## src/rtl/mem_access_ctrl.sv

```systemverilog
//------------------------------------------------------------------------------
// Module   : mem_access_ctrl
// Purpose  : Load/store access controller between an RV32I pipeline and a
//            request/grant memory bus. Captures one op at a time, positions
//            store data and byte strobes on the bus lanes, waits for grant
//            (and read data for loads), then emits a one-cycle rsp_valid.
//            Captured addr[1:0], funct3 and raw read word are exported for a
//            downstream read-data mask stage.
// Ports    : clk, rst                          clock / sync active-high reset
//            op_valid/op_ready/op_we/op_func3/
//            op_addr/op_wdata                   pipeline op handshake
//            ram_req/ram_gnt/ram_we/ram_addr/
//            ram_wdata/ram_wmask/ram_rvalid/
//            ram_rdata                          memory bus
//            rsp_valid, mem_raddr_index, mask_type, mem_read_data,
//            misalign_err                       completion / mask-stage info
// Config   : MEM_MISALIGN_TRAP_EN - when defined, misaligned ops complete
//            immediately with misalign_err = 1 and never touch the bus.
// Revision : 1.0 - initial release
//------------------------------------------------------------------------------
`default_nettype none

`ifndef DATA_WIDTH
`define DATA_WIDTH 32
`endif
`ifndef FUNC3_WIDTH
`define FUNC3_WIDTH 3
`endif

module mem_access_ctrl #(
  parameter int DATA_WIDTH  = `DATA_WIDTH,
  parameter int ADDR_WIDTH  = 32,
  parameter int FUNC3_WIDTH = `FUNC3_WIDTH
) (
  input  logic                   clk,
  input  logic                   rst,
  input  logic                   op_valid,
  output logic                   op_ready,
  input  logic                   op_we,
  input  logic [FUNC3_WIDTH-1:0] op_func3,
  input  logic [ADDR_WIDTH-1:0]  op_addr,
  input  logic [DATA_WIDTH-1:0]  op_wdata,
  output logic                   ram_req,
  input  logic                   ram_gnt,
  output logic                   ram_we,
  output logic [ADDR_WIDTH-1:0]  ram_addr,
  output logic [DATA_WIDTH-1:0]  ram_wdata,
  output logic [3:0]             ram_wmask,
  input  logic                   ram_rvalid,
  input  logic [DATA_WIDTH-1:0]  ram_rdata,
  output logic                   rsp_valid,
  output logic [1:0]             mem_raddr_index,
  output logic [FUNC3_WIDTH-1:0] mask_type,
  output logic [DATA_WIDTH-1:0]  mem_read_data,
  output logic                   misalign_err
);

  typedef enum logic [1:0] {
    IDLE   = 2'd0,
    REQ    = 2'd1,
    WAIT_R = 2'd2,
    RESP   = 2'd3
  } state_t;

  localparam logic [1:0] SZ_BYTE = 2'd0;
  localparam logic [1:0] SZ_HALF = 2'd1;
  localparam logic [1:0] SZ_WORD = 2'd2;

  state_t                 state_q;
  logic                   ram_req_q;
  logic                   ram_we_q;
  logic [ADDR_WIDTH-1:0]  ram_addr_q;
  logic [DATA_WIDTH-1:0]  ram_wdata_q;
  logic [3:0]             ram_wmask_q;
  logic                   rsp_valid_q;
  logic [1:0]             raddr_index_q;
  logic [FUNC3_WIDTH-1:0] mask_type_q;
  logic [DATA_WIDTH-1:0]  read_data_q;
  logic                   misalign_q;

  logic [1:0]             size_d;
  logic [DATA_WIDTH-1:0]  wdata_d;
  logic [3:0]             wmask_d;
  logic                   misalign_d;
  logic                   accept_d;

  assign accept_d = op_valid && (state_q == IDLE);

  // Access size from funct3. funct3[2] marks the unsigned load variants
  // (LBU/LHU); for stores it has no meaning, so such codes fall to word.
  always_comb begin
    size_d = SZ_WORD;
    if (!op_we || !op_func3[2]) begin
      if (op_func3[1:0] == 2'b00)      size_d = SZ_BYTE;
      else if (op_func3[1:0] == 2'b01) size_d = SZ_HALF;
    end
  end

  // Lane positioning: data is replicated across every lane of its width so
  // the strobes alone select the written bytes.
  always_comb begin
    wdata_d = op_wdata;
    wmask_d = 4'b1111;
    case (size_d)
      SZ_BYTE: begin
        wdata_d = {4{op_wdata[7:0]}};
        wmask_d = 4'b0001 << op_addr[1:0];
      end
      SZ_HALF: begin
        wdata_d = {2{op_wdata[15:0]}};
        wmask_d = op_addr[1] ? 4'b1100 : 4'b0011;
      end
      default: begin
        wdata_d = op_wdata;
        wmask_d = 4'b1111;
      end
    endcase
    if (!op_we) wmask_d = 4'b0000;
  end

`ifdef MEM_MISALIGN_TRAP_EN
  assign misalign_d = ((size_d == SZ_HALF) && op_addr[0]) ||
                      ((size_d == SZ_WORD) && (op_addr[1:0] != 2'b00));
`else
  assign misalign_d = 1'b0;
`endif

  always_ff @(posedge clk) begin
    if (rst) begin
      state_q       <= IDLE;
      ram_req_q     <= 1'b0;
      ram_we_q      <= 1'b0;
      ram_addr_q    <= '0;
      ram_wdata_q   <= '0;
      ram_wmask_q   <= 4'b0000;
      rsp_valid_q   <= 1'b0;
      raddr_index_q <= 2'b00;
      mask_type_q   <= '0;
      read_data_q   <= '0;
      misalign_q    <= 1'b0;
    end else begin
      case (state_q)
        IDLE: begin
          if (accept_d) begin
            ram_we_q      <= op_we;
            ram_addr_q    <= {op_addr[ADDR_WIDTH-1:2], 2'b00};
            ram_wdata_q   <= wdata_d;
            ram_wmask_q   <= wmask_d;
            raddr_index_q <= op_addr[1:0];
            mask_type_q   <= op_func3;
            misalign_q    <= misalign_d;
            if (misalign_d) begin
              // Trapped access: complete at once without a bus request.
              rsp_valid_q <= 1'b1;
              state_q     <= RESP;
            end else begin
              ram_req_q <= 1'b1;
              state_q   <= REQ;
            end
          end
        end
        REQ: begin
          if (ram_gnt) begin
            ram_req_q <= 1'b0;
            if (ram_we_q) begin
              rsp_valid_q <= 1'b1;
              state_q     <= RESP;
            end else begin
              state_q <= WAIT_R;
            end
          end
        end
        WAIT_R: begin
          if (ram_rvalid) begin
            read_data_q <= ram_rdata;
            rsp_valid_q <= 1'b1;
            state_q     <= RESP;
          end
        end
        default: begin
          rsp_valid_q <= 1'b0;
          state_q     <= IDLE;
        end
      endcase
    end
  end

  assign op_ready        = (state_q == IDLE);
  assign ram_req         = ram_req_q;
  assign ram_we          = ram_we_q;
  assign ram_addr        = ram_addr_q;
  assign ram_wdata       = ram_wdata_q;
  assign ram_wmask       = ram_wmask_q;
  assign rsp_valid       = rsp_valid_q;
  assign mem_raddr_index = raddr_index_q;
  assign mask_type       = mask_type_q;
  assign mem_read_data   = read_data_q;
  assign misalign_err    = misalign_q;

endmodule

`default_nettype wire

```

## config.mk

```make
export PLATFORM = sky130hd
export DESIGN_NAME = mem_access_ctrl
export DESIGN_NICKNAME = d
export VERILOG_FILES = /design/src/rtl/mem_access_ctrl.sv
export SDC_FILE = /design/constraint.sdc
export NUM_CORES = 1
export LEC_CHECK = 0
export BUFFER_PORTS_ARGS = -buffer_cell sky130_fd_sc_hd__buf_2
export CORE_MARGIN = 2
export CORE_UTILIZATION = 45
export CTS_BUF_LIST = sky130_fd_sc_hd__clkbuf_8
export CTS_CLUSTER_SIZE = 20
export DETAILED_ROUTE_END_ITERATION = 6
export PLACE_DENSITY_LB_ADDON = 0.08
export SKIP_CTS_REPAIR_TIMING = 1
export SYNTH_ARGS = -nofsm -noshare
export SYNTH_HDL_FRONTEND = slang
export SYNTH_SLANG_ARGS = --single-unit
```

## constraint.sdc

```tcl
create_clock -name clk -period 1.9 [get_ports clk]
set_input_delay 0.095 -clock clk [delete_from_list [all_inputs] [get_ports clk]]
set_output_delay 0.095 -clock clk [all_outputs]
set_load 0.01 [all_outputs]
```

== Word level (Yosys, flattened, before mapping) ==
Cells that the tools add are included.
Word-level totals
  output and inout port bits: 110
  bits of input ports: 105
  flip-flop bits (word level): 108
Cells by class
  reduce and logical (&&, ||, !) cells: 13
  eq/ne operators: 8
  bitwise gates (word level): 1
  shift operators: 1
  mux-type cells: 19
Operators by type and width (count)
  $pmux W32 S2: 1
  $mux W2: 6
  $mux W4: 2
  $pmux W4 S2: 1
  $eq A2 B1 Y1 const B: 3
  $logic_not A2 Y1: 3
  $mux W1: 6
  $ne A2 B2 Y1 const B: 3
  $pmux W2 S3: 1
  $reduce_and A3 Y1: 2
  $reduce_and A2 Y1: 2
  $reduce_and A4 Y1: 1
  $shl A1 B2 Y4 const A: 1
  $pmux W1 S3: 1
  $eq A2 B2 Y1 const B: 1
  $logic_not A1 Y1: 2
  $ne A2 B1 Y1 const B: 1
  $pmux W1 S2: 1
  $reduce_bool A2 Y1: 1
  $logic_and A1 B1 Y1: 1
  $logic_or A1 B1 Y1: 1
  $not A1 Y1: 1

== Longest topological paths before layout ==
  depth in word-level cells: 7
  gate-level depth with buffers: 7

== Worst setup path after synthesis ==
OpenSTA, ideal clock, no wires.
  path type: flip-flop to flip-flop
  from: reg state_q[0]
  to: reg state_q[0]
  stages on the path, launching flop included: 7
  library setup time: 114 ps
  required time: 1786 ps
  clock period less this slack: 1551 ps
  path slack: 349 ps
  data arrival time: 1437 ps
  cells stage by stage: dfxtp_1 -> inv_1 -> ha_1 -> and2b_2 -> a221oi_1 -> mux2i_1 -> nor2_1
On the way
  cells in the longest elaborated chain, start to end: 4
  elaborated cells between the ends (all ways): 9
RTL lines
  start: declaration: RTL line 69  | state_t state_q;
  start signal: assignment: RTL line 130  | state_q <= IDLE;
  start signal: assignment: RTL line 155  | state_q <= RESP;
  start signal: assignment: RTL line 158  | state_q <= REQ;
  $logic_not A2 Y1: RTL line 87, 142
  $logic_and A1 B1 Y1: RTL line 87  | assign accept_d = op_valid && (state_q == IDLE);
  $ne A2 B1 Y1 (no source line)
  $reduce_and A3 Y1 (no source line)
Parallel ways exist; a longest one is shown, timed or not.
A chain may end at the register's enable or synchronous reset.

== Final worst setup path ==
  from: reg state_q[0]
  to: reg state_q[1]
The elaborated chain is that of the path after synthesis.

==> run_results.csv <==
group,metric,value,unit
routing,first_iter_violations,127,
pwr,p_seq_share,45.1,%
timing,final.min_clock_period,1.72,ns
setup_path,crit_slowest_cell,"dfxtp_1",
routing,drcViolationCount,0,
grt,grt_overflow,0,
pwr,p_per_area,1060,mW/mm^2
clock_tree,numCtsBuffers,9,
routing,wirelength,12100,um
routing,via_per_inst,4.93,
routing,antenna_left,0,
floorplan,ios,215,
yosys,synth_cell_types,28,
layout,layout.nets,888,
layout,layout_common_cells,"buf_2, nand2_1, dfxtp_1",
layout,fin_cells,895,
yosys,ys_ff_latch,108,
floorplan,start_util,45.6,%
layout,design_area,0.00608,mm^2
placed_design,post_dp_cell_area,0.00523,mm^2
clock_tree,worst_skew_pair.late_latency,0.36,ns
setup_path,cp_top_family,"flip-flops",
clock_tree,clkSinkCount,108,
yosys,syn_area,0.00415,mm^2
floorplan,die_y,100,um
grt,grt_pass1_wl,17400,um
pwr,p_leak,0.00286,uW
setup_path,crit_type,"reg2reg",
clock_tree,cts_htree_levels,3,
timing,slew_headroom,54.5,%
clock_tree,clockRootBuffer,"clkbuf_8",
layout,drive_above_1_share,30.1,%
floorplan,die_w,100,um
floorplan,die_area,0.0100,mm^2
timing,fin_setup_tns,0,ns
layout,area_delta_synth_final,46.5,%
setup_path,critPathMaxFanout,4,
floorplan,rows,35,
placed_design,portBuffers,211,
pwr,comb_power_share,35.2,%
timing,worst_pin_slew,0.682,ns
worst_hold_path,hp-class,"in2reg",
setup_path,r2r_setup_slack,0.18,ns
setup_path,start_kind,"register",
clock_tree,cts_buffer_depth,2,
timing,finalSetupViolations,0,
clock_tree,cts_tree,"built",
timing,hold_slack,-0.0131,ns
pwr,internal_power,4150,uW
job,maxCapViolations,0,
placed_design,hpwl,7890,um
grt,antenna_found_initial,0,
timing,slew_violations,0,
layout,n_fill_cell,819,
setup_path,max_stage_delay,0.39,ns
status,status,"finished with violations",
setup_path,path_buf_inv,1,
routing,drtPass1Iterations,4,
placed_design,dp_cells,811,
floorplan,core_area,0.00911,mm^2
pwr,p_sw,2290,uW
setup_path,cp-end-kind,"register",
yosys,post_synth.cell_area_avg,7.94,um^2
placed_design,routabilityCongestion,0.787,
setup_path,crit_chain,"inv_1 -> ha_1 -> and2b_2 -> a221oi_1 -> mux2i_1 -> nor2_1",
layout,antenna_cells,0,
yosys,yosysWarnings,0,
setup_path,crit_required,2.13,ns
setup_path,worstPathArrival,1.96,ns
routing,vias,4416,
layout,final_common_cell,"buf_2",
pwr,p_clk_share,19.8,%
timing,setup_slack,0.176,ns
timing,rsz0062_at_grt,"false",
placed_design,pre_cts_slack,0.186,ns
timing,fmax,580,MHz
grt,gr-usage-all-layers,21.5,%
timing,hold_viol,6,
routing,wl_per_cell,13.6,um
grt,grt_pass1_vias,3656,
timing,fin_skew,0.00982,ns
pwr,p_sw_share,35.6,%
pwr,peakVddDrop,0.499,mV
yosys,syn_inst,523,
yosys,ys_seq_area_share,52.0,%
status,violations,"negative hold slack",
clock_tree,cts.clk_slew.worst_paths,0.11,ns
grt,grt_max_degree,76,
timing,fin_crit_sh,90.8,%
through the flow:
| stage | utilization, % | power (uW) |
|---|---|---|
| after global placement | 57.4 | 5040 |
| after detailed placement | 57.4 | 5110 |
| after floorplan | - | 4320 |
| after global routing | 66.8 | 6890 |
| final | 66.8 | 6440 |
| after CTS | 59.3 | 6380 |
synth_stat cells:
| cell | number | share of area (%) |
|---|---|---|
| a2bb2oi_1 | 1 | 0.21 |
| inv_1 | 5 | 0.45 |
| nand2_1 | 185 | 17 |
| nand2b_1 | 1 | 0.15 |
| buf_2 | 15 | 1.8 |
| nor2_4 | 1 | 0.27 |
| nor2_1 | 36 | 3.3 |
| buf_1 | 2 | 0.18 |
| a21oi_1 | 85 | 10 |
| and2_2 | 1 | 0.18 |
| a311oi_1 | 24 | 5.1 |
| conb_1 | 1 | 0.090 |
| clkbuf_1 | 17 | 1.5 |
| a21o_1 | 2 | 0.36 |
| buf_4 | 7 | 1.3 |
| and2_1 | 1 | 0.15 |
| a211oi_1 | 2 | 0.36 |
| buf_6 | 1 | 0.27 |
| dfxtp_1 | 108 | 52 |
| mux2i_1 | 3 | 0.72 |
| a22oi_1 | 4 | 0.72 |
| and3_1 | 9 | 1.4 |
| clkbuf_8 | 1 | 0.33 |
| nor2b_1 | 1 | 0.15 |
| a221oi_1 | 1 | 0.21 |
| and2b_2 | 1 | 0.21 |
| ha_1 | 4 | 1.2 |
| o21ai_0 | 4 | 0.48 |
power groups by stage:
stage / Sequential (uW) / Combinational (uW) / Clock (uW)
finish: 2900 / 2260 / 1270
global route: 2950 / 2550 / 1390
CTS: 2900 / 2160 / 1320
detailed placement: 2950 / 2160 / 0
global placement: 2940 / 2100 / 0
floorplan: 3140 / 1180 / 0
final cells by class:
type	count	area, um^2	share of cell area (%)
sequential	108	2160	35.5
timing repair buffer	286	1830	30.1
multi-input combinational	369	1760	28.9
tap	111	139	2.28
clock buffer	10	138	2.26
clock inverter	6	40.0	0.658
inverter	5	18.8	0.308
state kept, by name, indices dropped and copies added (netlist names):
register         flops
mem_read_data       32
ram_wdata           32
ram_addr            30
ram_wmask            4
mask_type            3
mem_raddr_index      2
state_q              2
ram_req              1
ram_we               1
rsp_valid            1
per-layer routing:
metal | vias to the layer above | GRT usage [%] | wire length (um)
li1 | 2233 | - | -
met1 | 2006 | 26.5 | 4910
met2 | 160 | 37.5 | 6240
met3 | 17 | 5.01 | 809
met4 | 0 | 6.32 | 181
met5 | - | 0 | 0
worst reg2reg max path, delay by kind of cell (launching register included):
| family | cells | cell delay, ns |
|---|---|---|
| compound gates | 1 | 0.38 |
| fa+ha+maj | 1 | 0.23 |
| buf+inv | 1 | 0.08 |
| flops | 1 | 0.39 |
| mux | 1 | 0.24 |
| simple gates | 2 | 0.28 |
cell families after synthesis:
family / synth area share (%)
AOI/OAI and AO/OA: 17.7
DFF: 52.0
muxes: 0.723
other: 0.0903
and+or+nand+nor: 22.4
buffers and inverters: 5.84
adders and majority gates: 1.20
path summary, 6_finish.rpt:
check,endpoint,start,depth (start not counted)
max,state_q[1]$_SDFFE_PP0P_,state_q[0]$_SDFFE_PP0P_,6
min reg2reg,ram_addr[19]$_SDFFE_PP0P_,ram_addr[19]$_SDFFE_PP0P_,2
min,ram_wdata[16]$_SDFFE_PP0P_,op_wdata[16],3
max reg2reg,state_q[1]$_SDFFE_PP0P_,state_q[0]$_SDFFE_PP0P_,6
Power figures use the tool's default switching activity.
